**config.mk**
```make
export PLATFORM = sky130hd
export DESIGN_NAME = fpu_alt_arb
export DESIGN_NICKNAME = d
export VERILOG_FILES = /design/src/rtl/fpu_alt_arb.sv
export SDC_FILE = /design/constraint.sdc
export NUM_CORES = 1
export LEC_CHECK = 0
export CAP_MARGIN = 20
export CORE_AREA = 2 2 201 203
export CTS_CLUSTER_SIZE = 28
export DETAILED_ROUTE_END_ITERATION = 10
export DIE_AREA = 0 0 203 205
export SLEW_MARGIN = 40
export SYNTH_ARGS = -nofsm -noshare
export SYNTH_HDL_FRONTEND = slang
export SYNTH_SLANG_ARGS = --single-unit
```
**constraint.sdc**
```tcl
create_clock -name clk -period 4.6 [get_ports clk]
set_clock_uncertainty 0.2 [all_clocks]
set_input_delay 0.92 -clock clk [delete_from_list [all_inputs] [get_ports clk]]
set_output_delay 0.92 -clock clk [all_outputs]
set_load 0.01 [all_outputs]
```
**src/rtl/fpu_alt_arb.sv**
```systemverilog
// fpu_alt_arb: round-robin arbiter feeding the two ALT injection ports of the
// FPU cluster. Up to two valid requesters are granted per non-stalled cycle;
// the first found goes to port 0 and the second to port 1. Port strobes and
// data are registered, so a word accepted in cycle N appears in cycle N+1.
// Optional feature macro: FPU_ALT_ARB_PERF_EN adds the perf_grants and
// perf_stalls saturating counters.
module fpu_alt_arb #(
    parameter int NREQ = 4,
    parameter int DW   = 84
) (
    input  logic               clk,
    input  logic               rst,
    input  logic [NREQ-1:0]    req_vld,
    input  logic [NREQ*DW-1:0] req_data,
    output logic [NREQ-1:0]    req_rdy,
    input  logic               stall,
    output logic [1:0]         ALT_INP,
    output logic [DW-1:0]      ALTDATA0,
    output logic [DW-1:0]      ALTDATA1
`ifdef FPU_ALT_ARB_PERF_EN
    ,
    output logic [15:0]        perf_grants,
    output logic [15:0]        perf_stalls
`endif
);

    localparam int IW = (NREQ > 1) ? $clog2(NREQ) : 1;

    // Index arithmetic modulo NREQ; offset never exceeds NREQ so one subtract suffices.
    function automatic logic [IW-1:0] wrap_idx(input logic [IW-1:0] base, input int offset);
        int s;
        s = 32'(base) + offset;
        if (s >= NREQ) s = s - NREQ;
        return s[IW-1:0];
    endfunction

    // Counter add that clamps at all-ones instead of wrapping.
    function automatic logic [15:0] sat_add(input logic [15:0] acc, input logic [1:0] inc);
        logic [16:0] s;
        s = {1'b0, acc} + {15'b0, inc};
        return s[16] ? 16'hFFFF : s[15:0];
    endfunction

    logic [IW-1:0] rr;
    logic [IW-1:0] cand_p0;
    logic          grant0_vld_p0, grant1_vld_p0;
    logic [IW-1:0] grant0_idx_p0, grant1_idx_p0;
    logic [DW-1:0] port0_data_p0, port1_data_p0;

    logic [1:0]    alt_inp_p1;
    logic [DW-1:0] alt_data0_p1, alt_data1_p1;

    // ---- stage p0: round-robin search from rr for the first two valid requesters
    always_comb begin
        cand_p0       = '0;
        grant0_vld_p0 = 1'b0;
        grant1_vld_p0 = 1'b0;
        grant0_idx_p0 = '0;
        grant1_idx_p0 = '0;
        req_rdy       = '0;
        if (rst && !stall) begin
            for (int k = 0; k < NREQ; k++) begin
                cand_p0 = wrap_idx(rr, k);
                if (req_vld[cand_p0]) begin
                    if (!grant0_vld_p0) begin
                        grant0_vld_p0    = 1'b1;
                        grant0_idx_p0    = cand_p0;
                        req_rdy[cand_p0] = 1'b1;
                    end else if (!grant1_vld_p0) begin
                        grant1_vld_p0    = 1'b1;
                        grant1_idx_p0    = cand_p0;
                        req_rdy[cand_p0] = 1'b1;
                    end
                end
            end
        end
    end

    // Select the granted words for each port.
    always_comb begin
        port0_data_p0 = req_data[grant0_idx_p0*DW +: DW];
        port1_data_p0 = req_data[grant1_idx_p0*DW +: DW];
    end

    // ---- stage p1: register port strobes/data and advance the pointer past the last grant
    always_ff @(posedge clk) begin
        if (!rst) begin
            rr           <= '0;
            alt_inp_p1   <= '0;
            alt_data0_p1 <= '0;
            alt_data1_p1 <= '0;
        end else begin
            alt_inp_p1 <= {grant1_vld_p0, grant0_vld_p0};
            if (grant0_vld_p0) alt_data0_p1 <= port0_data_p0;
            if (grant1_vld_p0) alt_data1_p1 <= port1_data_p0;
            if (grant0_vld_p0)
                rr <= wrap_idx(grant1_vld_p0 ? grant1_idx_p0 : grant0_idx_p0, 1);
        end
    end

    assign ALT_INP  = alt_inp_p1;
    assign ALTDATA0 = alt_data0_p1;
    assign ALTDATA1 = alt_data1_p1;

`ifdef FPU_ALT_ARB_PERF_EN
    logic [15:0] perf_grants_q, perf_stalls_q;

    // Count accepted words and stalled-with-demand cycles, both saturating.
    always_ff @(posedge clk) begin
        if (!rst) begin
            perf_grants_q <= '0;
            perf_stalls_q <= '0;
        end else begin
            perf_grants_q <= sat_add(perf_grants_q, {1'b0, grant0_vld_p0} + {1'b0, grant1_vld_p0});
            if (stall && |req_vld)
                perf_stalls_q <= sat_add(perf_stalls_q, 2'd1);
        end
    end

    assign perf_grants = perf_grants_q;
    assign perf_stalls = perf_stalls_q;
`endif

endmodule

```
==> key figures, run 1 <==
Floorplanning
  • Rows: 73
  • Die area: 41600 um^2
  • Die Wd: 203 um
  • I/O pin count: 517
  • DIE HEIGHT: 205 um
  • Starting density of the core: 29.8%
  • Core Area: 39400 um^2

Critical path
  • Buf/Inv on CP: 3
  • Critical-path cell list: clkdlybuf4s50_1, buf_4, or4bb_1, o211ai_1, o22ai_1, nand2_1, a21oi_1, clkdlybuf4s50_1
  • Worst setup startpoint: req_vld[1]
  • Critical path's top delay family: buffers and inverters
  • Crit start category: primary input
  • Crit Path Class: primary input to output pin
  • Crit-path slowest cell: clkdlybuf4s50_1
  • Most common cell type on the critical path: clkdlybuf4s50_1
  • CP required: 3.48 ns
  • Setup crit end: req_rdy[2]
  • Crit path DAT: 3.34 ns
  • Critical path capture point type: output pin
  • Reg-to-reg endpoint: ALTDATA1[77]$_SDFFE_PN0P_
  • R2r setup slk: 1.07 ns
  • Crit Reg-Reg Startpoint: rr[0]$_SDFFE_PN0P_
  • Slowest cell delay on critical path: 0.57 ns
  • Largest fanout on the critical path: 27
  • CP Depth: 8
  • Worst R2R Path Depth: 12

Detailed routing
  • DR vias: 13.4k
  • Vias/cell: 5.64
  • Met3 WL: 4.30 mm
  • Routed wl met2: 25.4 mm
  • Metal-1 WL: 22.8 mm
  • Detailed router's first-iteration violation count: 902
  • First-pass iteration count of the detailed router: 6
  • Drt drc: 0
  • Routed length per instance: 22.8 um
  • Final antenna-violating net count: 0
  • Final WL: 54.3 mm
  • Max Used Layer: met4

Timing
  • Worst-Margin Slew: 0.658 ns
  • Finish-stage setup viols: 0
  • Final Cycle Share: 97.0%
  • Setup TNS: 0 ns
  • Final Critical Period: 4.46 ns
  • Max-slew violation count: 0
  • Hold Slack: 0.262 ns
  • Final worst slack: 0.139 ns
  • Relative slew slack: 56.1%
  • Highest Clock Rate: 224 MHz
  • Fin. Hold Viols: 0
  • RSZ-0062 raised after global routing: no

Logic synthesis
  • Mapped cell area: 11700 um^2
  • Post-synthesis cell count: 1402
  • Syn_nets: 1752
  • Sequential area share after synthesis: 29.4%
  • Ys Warns: 0
  • Post-synth ARST share: 0%
  • Synthesized flop and latch total: 172
  • Synth cell types: 62
  • EDFF count, synth: 0
  • Avg Cell Area, Syn: 8.36 um^2
  • Most common flop cell mapped by yosys: dfxtp_1

Place
  • Worst Setup Slack post-DPL: 0.179 ns
  • RD Place Congestion: 0.930
  • Count of buffers from port buffering: 516
  • Final HPWL DP: 38.1 mm

Clocking
  • Clk buf depth: 2
  • Num CTS Buffers: 17
  • CTS tree: yes
  • CTS sink count: 172
  • Clock Tree Root: clkbuf_16
  • Worst-skew pair later-pin latency: 0.45 ns
  • Postcts setup bufs: 0
  • H-tree depth: 4
  • CTS clk-pin slew, worst paths: 0.07 ns

Finish
  • NumNets Final: 2194
  • Synth-to-layout area growth: 55.0%
  • Layout cell share with drive strength beyond 1: 5.66%
  • Final core utilization: 46.2%

Min path
  • Hold path depth: 2
  • Worst hold path type: flip-flop to flip-flop

Flow run
  • Max Cap Viol: 0

GRT
  • Largest net degree at the start of global routing: 69
  • Initial antenna violation count: 1
  • Vias in the first global route: 13.2k
  • Global Route Usage Sum: 25.1%
  • Grt ovf: 0
  • First-pass GRT wire length: 81.0 mm

Pwr
  • Peak supply drop: 250 uV
  • Leakage power: 0.00828 uW
  • Cell area power density: 300 nW/um^2

Run status
  • Status: complete, no violations
-- worst min-delay path, stage by stage, from the launching register on --
cell and delay [ns]:
dfxtp_1 0.32, nand2_1 0.05, o221ai_1 0.06
-- layout by cell type, fill, tap and decap left out, drive strengths merged, types with 4 or more instances in the layout --
master and instances:
clkinv 4, nor3 70, o21ai 14, o2bb2ai 68, nor2b 6, a32oi 18
o221ai 85, nand2b 26, a21o 67, nand2 106, a222oi 4, nand3 21
clkbuf 20, nand4 37, buf 57, dfxtp 172, o211ai 8, a221o 66
a31oi 5, nor2 78, a21oi 83, clkdlybuf4s50 513, inv 72, ha 7
mux2i 191, a211oi 4
-- per-stage QoR --
step | area, um^2 | power, uW | std cells
finish | 18200 | 5450 | 2382
global route | 18200 | 5710 | 2381
CTS | 18200 | 5480 | 2380
detailed placement | 17600 | 3940 | 2350
global placement | 17600 | 3920 | 2350
floorplan | 11700 | 2830 | 1402
-- cell usage after synthesis (2+ instances only) --
master	count	area (um^2)
o21a_1	3	22.5
o211ai_2	2	25.0
o22ai_1	3	18.8
o21ai_0	13	65.1
or2_2	2	12.5
a21boi_0	3	22.5
a21o_1	67	503
nand2b_1	26	163
a222oi_1	4	40.0
clkbuf_1	59	221
nor2_1	77	289
ha_1	7	87.6
buf_4	9	67.6
mux2i_1	190	1900
dfxtp_1	172	3440
nand2_1	106	398
nor3b_1	3	22.5
mux2_2	3	33.8
a21oi_1	83	415
buf_6	5	56.3
nor3_1	70	350
o221ai_1	85	744
nand4_1	37	231
and4b_1	2	20.0
o211ai_1	6	45.0
nor2b_1	6	37.5
a221o_1	66	661
o2bb2ai_1	68	596
or3b_1	3	26.3
o22a_1	2	17.5
nand4b_1	2	17.5
xnor2_1	2	17.5
buf_1	11	41.3
nand3_1	21	105
a31oi_1	5	31.3
a32oi_1	18	158
buf_2	65	325
a211oi_1	4	30.0
inv_1	69	259
-- logic make-up after synthesis --
kind of cell | synth area share (%)
AO/OA/AOI/OAI | 29.8
AND/OR/NAND/NOR | 14.8
buffers and inverters | 8.34
multiplexers | 16.8
flip-flops | 29.4
adder cells (fa/ha/maj) | 0.747
XOR/XNOR | 0.149
-- worst min-delay path by stage --
stage	start	end	slack (ns)
after floorplan	ALTDATA0[0]$_SDFFE_PN0P_	ALTDATA0[0]$_SDFFE_PN0P_	0.30
after global placement	ALTDATA0[70]$_SDFFE_PN0P_	ALTDATA0[70]$_SDFFE_PN0P_	0.25
after detailed placement	ALTDATA0[57]$_SDFFE_PN0P_	ALTDATA0[57]$_SDFFE_PN0P_	0.25
after CTS	ALTDATA0[73]$_SDFFE_PN0P_	ALTDATA0[73]$_SDFFE_PN0P_	0.27
after global routing	ALTDATA0[57]$_SDFFE_PN0P_	ALTDATA0[57]$_SDFFE_PN0P_	0.28
final	ALTDATA0[73]$_SDFFE_PN0P_	ALTDATA0[73]$_SDFFE_PN0P_	0.26
-- metal layers --
layer / track usage [%] / vias up
li1: - / 6228
met1: 31.8 / 6426
met2: 41.2 / 661
met3: 5.81 / 110
met4: 9.80 / 0
met5: 0 / -
-- flip-flops by register name, indices dropped and copies added (netlist names) --
signal / cells
ALTDATA0: 84
rr: 2
ALTDATA1: 84
ALT_INP: 2
-- layout make-up --
class / instances / area (um^2)
Clock inverter: 10 / 141
Multi-Input combinational cell: 1010 / 7400
Antenna cell: 2 / 5.00
Tap cell: 525 / 657
Timing Repair Buffer: 572 / 5830
Fill cell: 3807 / 21200
Inverter: 71 / 269
Clock buffer: 20 / 437
Sequential cell: 172 / 3440
-- power by group --
part           internal, uW  total [uW]  switching (uW)  leakage, uW
Sequential             1670        1800             127      0.00142
Clock                   852        1520             673     0.000277
Combinational          1080        2130            1050      0.00659
-- what timing repair did --
item / in CTS / in global routing
resized for setup: 0 / 9
hold buffers: 0 / 0
endpoints found under the setup margin: 0 / 3
Note: power is estimated with default switching activity, not from simulation.
==> run 2, diff against run 1 <==
--- a/config.mk
+++ b/config.mk
@@ -6,10 +6,10 @@
 export NUM_CORES = 1
 export LEC_CHECK = 0
 export CAP_MARGIN = 20
-export CORE_AREA = 2 2 201 203
+export CORE_AREA = 2 2 204 206
 export CTS_CLUSTER_SIZE = 28
 export DETAILED_ROUTE_END_ITERATION = 10
-export DIE_AREA = 0 0 203 205
+export DIE_AREA = 0 0 206 208
 export SLEW_MARGIN = 40
 export SYNTH_ARGS = -nofsm -noshare
 export SYNTH_HDL_FRONTEND = slang
==> constraint.sdc (replaced) <==
create_clock -name clk -period 5.6 [get_ports clk]
set_clock_uncertainty 0.2 [all_clocks]
set_input_delay 1.12 -clock clk [delete_from_list [all_inputs] [get_ports clk]]
set_output_delay 1.12 -clock clk [all_outputs]
set_load 0.01 [all_outputs]
==> run 2 against run 1 <==
  * Critical path depth grew 1
  * Sequential power shrank 18%
  * Global-route usage shrank 0.63 points
  * Wire length shrank 0.12%
  * Via count shrank 0.65%
  * Sequential share of layout area grew 0.22 points
  * Worst hold slack gained 0.0012 ns
  * Register-to-register slack gained 0.15 ns
  * Total power shrank 18%
  * Clock power shrank 14%
  * Setup slack gained 0.24 ns
  * Combinational power shrank 20%
  * Critical path type is now flip-flop to output pin
  * Critical endpoint is now req_rdy[0]
  * Largest power group unchanged
==> key figures, run 2 (synthesis gave the netlist of run 1 again) <==
Flow run
  • Max Cap Viol: 0 (unchanged)

Detailed routing
  • Routed length per instance: 22.9 um (+0.43%)
  • Drt drc: 0 (unchanged)
  • Detailed router's first-iteration violation count: 933 (+3.4%)
  • Vias/cell: 5.63 (-0.10%)
  • Final antenna-violating net count: 0 (unchanged)
  • DR vias: 13.3k (-0.65%)
  • Final WL: 54.3 mm (-0.12%)
  • First-pass iteration count of the detailed router: 5 (-1)

Critical path
  • CP required: 4.28 ns (+0.80 ns)
  • Reg-to-reg endpoint: ALTDATA1[70]$_SDFFE_PN0P_
  • Crit Path Class: flip-flop to output pin
  • Crit start category: flip-flop
  • Crit Reg-Reg Startpoint: rr[1]$_SDFFE_PN0P_
  • Setup crit end: req_rdy[0]
  • Worst setup startpoint: rr[1]$_SDFFE_PN0P_
  • Largest fanout on the critical path: 16 (-41%)
  • Critical path capture point type: output pin
  • R2r setup slk: 1.22 ns (+0.15 ns)
  • Crit path DAT: 3.90 ns (+0.56 ns)
  • Worst R2R Path Depth: 12 (unchanged)

Clocking
  • Num CTS Buffers: 17 (unchanged)
  • CTS sink count: 172 (unchanged)
  • Hold bufs inserted after CTS: 0 (unchanged)
  • # resized after CTS: 0 (unchanged)
  • CTS tree: yes
  • CTS clk-pin slew, worst paths: 0.07 ns (about the same)
  • Clock Tree Root: clkbuf_16
  • Postcts setup bufs: 0 (unchanged)
  • Worst-skew pair later-pin latency: 0.45 ns (about the same)
  • H-tree depth: 4 (unchanged)
  • Clk buf depth: 2 (unchanged)

Timing
  • Relative slew slack: 49.7% (-6.4 points)
  • Worst-Margin Slew: 0.754 ns (+0.0960 ns)
  • Finish-stage setup viols: 0 (unchanged)
  • Fin. Hold Viols: 0 (unchanged)
  • RSZ-0062 raised after global routing: no
  • Final Cycle Share: 93.3%
  • Final Critical Period: 5.22 ns
  • Setup TNS: 0 ns (unchanged)
  • Max-slew violation count: 0 (unchanged)
  • Highest Clock Rate: 191 MHz

GRT
  • Largest net degree at the start of global routing: 114 (+65%)
  • Initial antenna violation count: 3 (+2)
  • Vias in the first global route: 13.4k (+0.82%)
  • Global Route Usage Sum: 24.5% (-0.63 points)
  • First-pass GRT wire length: 81.5 mm (+0.59%)
  • Grt ovf: 0 (unchanged)

Finish
  • Layout cell share with drive strength beyond 1: 4.74% (-0.92 points)
  • Final instance area: 18000 um^2 (-1.2%)
  • Most frequent cells in the layout: clkdlybuf4s50_1, mux2i_1, dfxtp_1
  • NumNets Final: 2174 (-0.91%)
  • Synth-to-layout area growth: 53.2%
  • Final core utilization: 44.3% (-1.9 points)
  • Most common cell after layout, fill and taps aside: clkdlybuf4s50_1
  • Fill count: 3963 (+4.1%)
  • Diodes inserted: 0 (-2)

Floorplanning
  • Starting density of the core: 28.9% (-0.87 points)
  • Die Wd: 206 um (+1.5%)
  • Core Area: 40600 um^2 (+3.0%)
  • Rows: 74 (+1.4%)
  • DIE HEIGHT: 208 um (+1.5%)
  • I/O pin count: 517 (unchanged)
  • Die area: 42800 um^2 (+3.0%)

Place
  • Count of buffers from port buffering: 516 (unchanged)
  • Placed inst area: 17300 um^2 (-1.3%)
  • RD Place Congestion: 0.926 (-0.52%)
  • Final HPWL DP: 37.9 mm (-0.63%)

Pwr
  • Cell area power density: 250 nW/um^2 (-17%)
  • Peak supply drop: 193 uV (-23%)
  • Leakage power: 0.00815 uW (-1.6%)

Run status
  • Status: complete, no violations

Min path
  • Worst hold path type: flip-flop to flip-flop
-- run 2: per-stage QoR --
step	setup slack, ns	power [uW]	instances	hold slack (ns)
2_1_floorplan	1.44	2330	1402	0.303
3_3_place_gp	0.583	3180	2336	0.241
3_5_place_dp	0.566	3200	2336	0.247
4_1_cts	0.437	4540	2368	0.269
5_1_grt	0.114	4700	2369	0.281
6_report	0.376	4490	2369	0.263
-- run 2: worst max-delay path, cell delays in order, from the launching register on --
cell	delay, ns
dfxtp_1	0.63
inv_1	0.30
ha_1	0.61
buf_4	0.29
nand2b_1	0.25
o211ai_1	0.14
o22ai_1	0.36
nand2_1	0.12
a21oi_1	0.17
clkdlybuf4s50_1	0.57
-- run 2: power by group --
group | leakage (uW) | internal, uW | switching (uW) | total, uW
logic | 0.00644 | 856 | 849 | 1710
clock network | 0.000295 | 732 | 578 | 1310
registers | 0.00142 | 1370 | 106 | 1480
-- run 2: worst min-delay path by stage --
| stage | end | cells past startpoint | slack, ns | startpoint |
|---|---|---|---|---|
| after CTS | ALTDATA0[48]$_SDFFE_PN0P_ | 2 | 0.27 | ALTDATA0[48]$_SDFFE_PN0P_ |
| after detailed placement | ALTDATA0[40]$_SDFFE_PN0P_ | 2 | 0.25 | ALTDATA0[40]$_SDFFE_PN0P_ |
| after global routing | ALTDATA0[74]$_SDFFE_PN0P_ | 2 | 0.28 | ALTDATA0[74]$_SDFFE_PN0P_ |
| final | ALTDATA0[66]$_SDFFE_PN0P_ | 2 | 0.26 | ALTDATA0[66]$_SDFFE_PN0P_ |
| after floorplan | ALTDATA0[0]$_SDFFE_PN0P_ | 2 | 0.30 | ALTDATA0[0]$_SDFFE_PN0P_ |
| after global placement | ALTDATA0[71]$_SDFFE_PN0P_ | 2 | 0.24 | ALTDATA0[71]$_SDFFE_PN0P_ |
-- run 2: routing by layer --
metal  vias up  global-route usage (%)  share of wire (%)
li1       6183                       -                  -
met1      6494                    29.8                 41
met2       572                    42.3                 49
met3        83                    5.84                8.0
met4         6                    7.34                2.4
met5         -                       0              0.087
-- run 2: cell type report --
class	instances	area, um^2	share of cell area (%)
clock buffers	20	457	2.54
flip-flops and latches	172	3440	19.2
inverters	71	267	1.48
repair buffers	552	5590	31.1
clock inverters	12	160	0.891
well taps	532	666	3.70
multi-input cells	1010	7390	41.1
==> RTL edit: new RTL, config.mk and constraints of run 2 <==
Change the parameter `DW` from 84 to 92.
--- a/src/rtl/fpu_alt_arb.sv
+++ b/src/rtl/fpu_alt_arb.sv
@@ -8,3 +8,3 @@
     parameter int NREQ = 4,
-    parameter int DW   = 84
+    parameter int DW   = 92
 ) (
Ports: changed (resized ALTDATA0, ALTDATA1 and req_data); port bits go from 517 to 565. The function was not compared with the original's and may differ.
==> RTL edit against run 2 <==
  * Fmax rose by 2.1%
  * Sequential cell count rose by 16
  * Core utilization rose by 0.64 points
  * Setup slack improved by 110 ps
  * Final area rose by 1.4%
  * Via count fell by 8.6%
  * Total power rose by 7.5%
  * Combinational power rose by 11%
  * First-iteration DRC count rose by 4.5%
  * Largest power group unchanged
  * Final cell count fell by 5.7%
  * Wire length fell by 2.8%
  * Non-clock buffer count rose by 46
  * Critical endpoint is now req_rdy[1]
  * Synthesized area fell by 1.8%
  * Global-route usage fell by 0.65 points
==> RTL edit: results (changes against run 2) <==
Overall Global Routing Usage -> 0.2381 (was 0.2447)
nets -> 2069 (was 2174)
Setup WS pre-CTS -> 727.4 ps (was 566.3 ps)
via/cell ratio -> 5.456 (was 5.630)
Slowest cell on crit path -> clkdlybuf4s50_1 (was dfxtp_1)
CP max FO -> 14 (was 16)
initial antenna violation count -> 4 (was 3)
crit-path max cell delay -> 570 ps (was 630 ps)
GRT met3 Usage -> 0.06767 (was 0.05843)
vias in the first global route -> 12510 (was 13350)
final std cells w/o fill -> 2235 (was 2369)
worst slew pin tran -> 665.9 ps (was 754.2 ps)
Pleak -> 7.396 nW (was 8.148 nW)
status -> complete, no violations (unchanged)
syn avg cell area -> 9.659 um^2 (was 8.365 um^2)
first-pass GRT wire length -> 77380 um (was 81480 um)
grt met2 use -> 0.4056 (was 0.4226)
Buffers on Ports -> 564 (was 516)
1st-iter DRT viols -> 975 (was 933)
hold_sp -> ALTDATA1[38] (was ALTDATA0[66])
commonest cells in the netlist -> 375 x mux2i_1, 199 x nand2_1, 188 x dfxtp_1 (was 190 x mux2i_1, 172 x dfxtp_1, 106 x nand2_1)
peak supply drop -> 0.2434 mV (was 0.1929 mV)
syn nets -> 1574 (was 1752)
M1 GR Usage -> 0.2815 (was 0.2984)
Worst-Skew Late Latency -> 470 ps (was 450 ps)
## RTL edit: cell types whose count changed after synthesis, moves of 39 or more
cell,change
nor3_1,-65
nor2_1,-68
a21o_1,-67
nand2_1,+93
buf_2,-39
o2bb2ai_1,-68
mux2i_1,+185
a221o_1,-66
o221ai_1,+76
a21oi_1,-65
inv_1,-65
## RTL edit: worst min-delay path, cell delays in order, from the launching register on
cell      delay (ps)
dfxtp_1          320
nand2_1           50
o221ai_1          60
## RTL edit: cells by family (layout without fill, tap and decap cells)
| kind of cell | after synthesis | after routing | synth area share |
|---|---|---|---|
| mux | 380 | 380 | 0.3358 |
| simple gates | 244 | 244 | 0.08879 |
| compound gates | 241 | 241 | 0.1768 |
| flops | 188 | 188 | 0.3269 |
| buf+inv | 126 | 633 | 0.05955 |
| fa+ha+maj | 7 | 7 | 0.007607 |
| xor+xnor | 6 | 6 | 0.004564 |
| other cells | 0 | 4 | 0 |
## RTL edit: what timing repair did
| item | in CTS | in global routing |
|---|---|---|
| setup buffers | 0 | 0 |
| setup endpoints to repair | 0 | 4 |
| hold buffers | 0 | 0 |
| gates resized for setup | 0 | 1 |
## RTL edit: stage by stage
stage / total power, mW / area (um^2)
4_1_cts: 4.888 / 18220
3_5_place_dp: 3.581 / 17630
2_1_floorplan: 2.593 / 11510
3_3_place_gp: 3.563 / 17610
6_report: 4.831 / 18230
5_1_grt: 5.053 / 18230
## RTL edit: final timing paths
| check | endpoint | slack [ps] | depth (start not counted) |
|---|---|---|---|
| setup / recovery | req_rdy[1] | 480 | 10 |
| setup reg to reg | ALTDATA1[29] | 1280 | 10 |
| hold reg to reg | ALTDATA1[38] | 260 | 2 |
| hold / removal | ALTDATA1[38] | 260 | 2 |
## RTL edit: final cells by class
type,instances,area (um^2)
diodes,4,10.01
clock buffers,26,499.2
clock inverters,5,82.58
fillers,3862,22330
inverters,4,15.01
multi-input cells,878,7137
flip-flops and latches,188,3765
well taps,532,665.6
repair buffers,598,6053
## RTL edit: routing by layer
layer	part of all wire	vias up
met1	0.40	5907
li1	-	5620
met5	0	-
met2	0.48	576
met4	0.030	0
met3	0.085	91
## RTL edit: power groups by stage
stage	registers [mW]	clock network [mW]	logic (mW)
2_1_floorplan	1.76	0	0.828
3_3_place_gp	1.68	0	1.88
3_5_place_dp	1.68	0	1.90
4_1_cts	1.66	1.32	1.91
5_1_grt	1.68	1.36	2.01
6_report	1.66	1.28	1.89
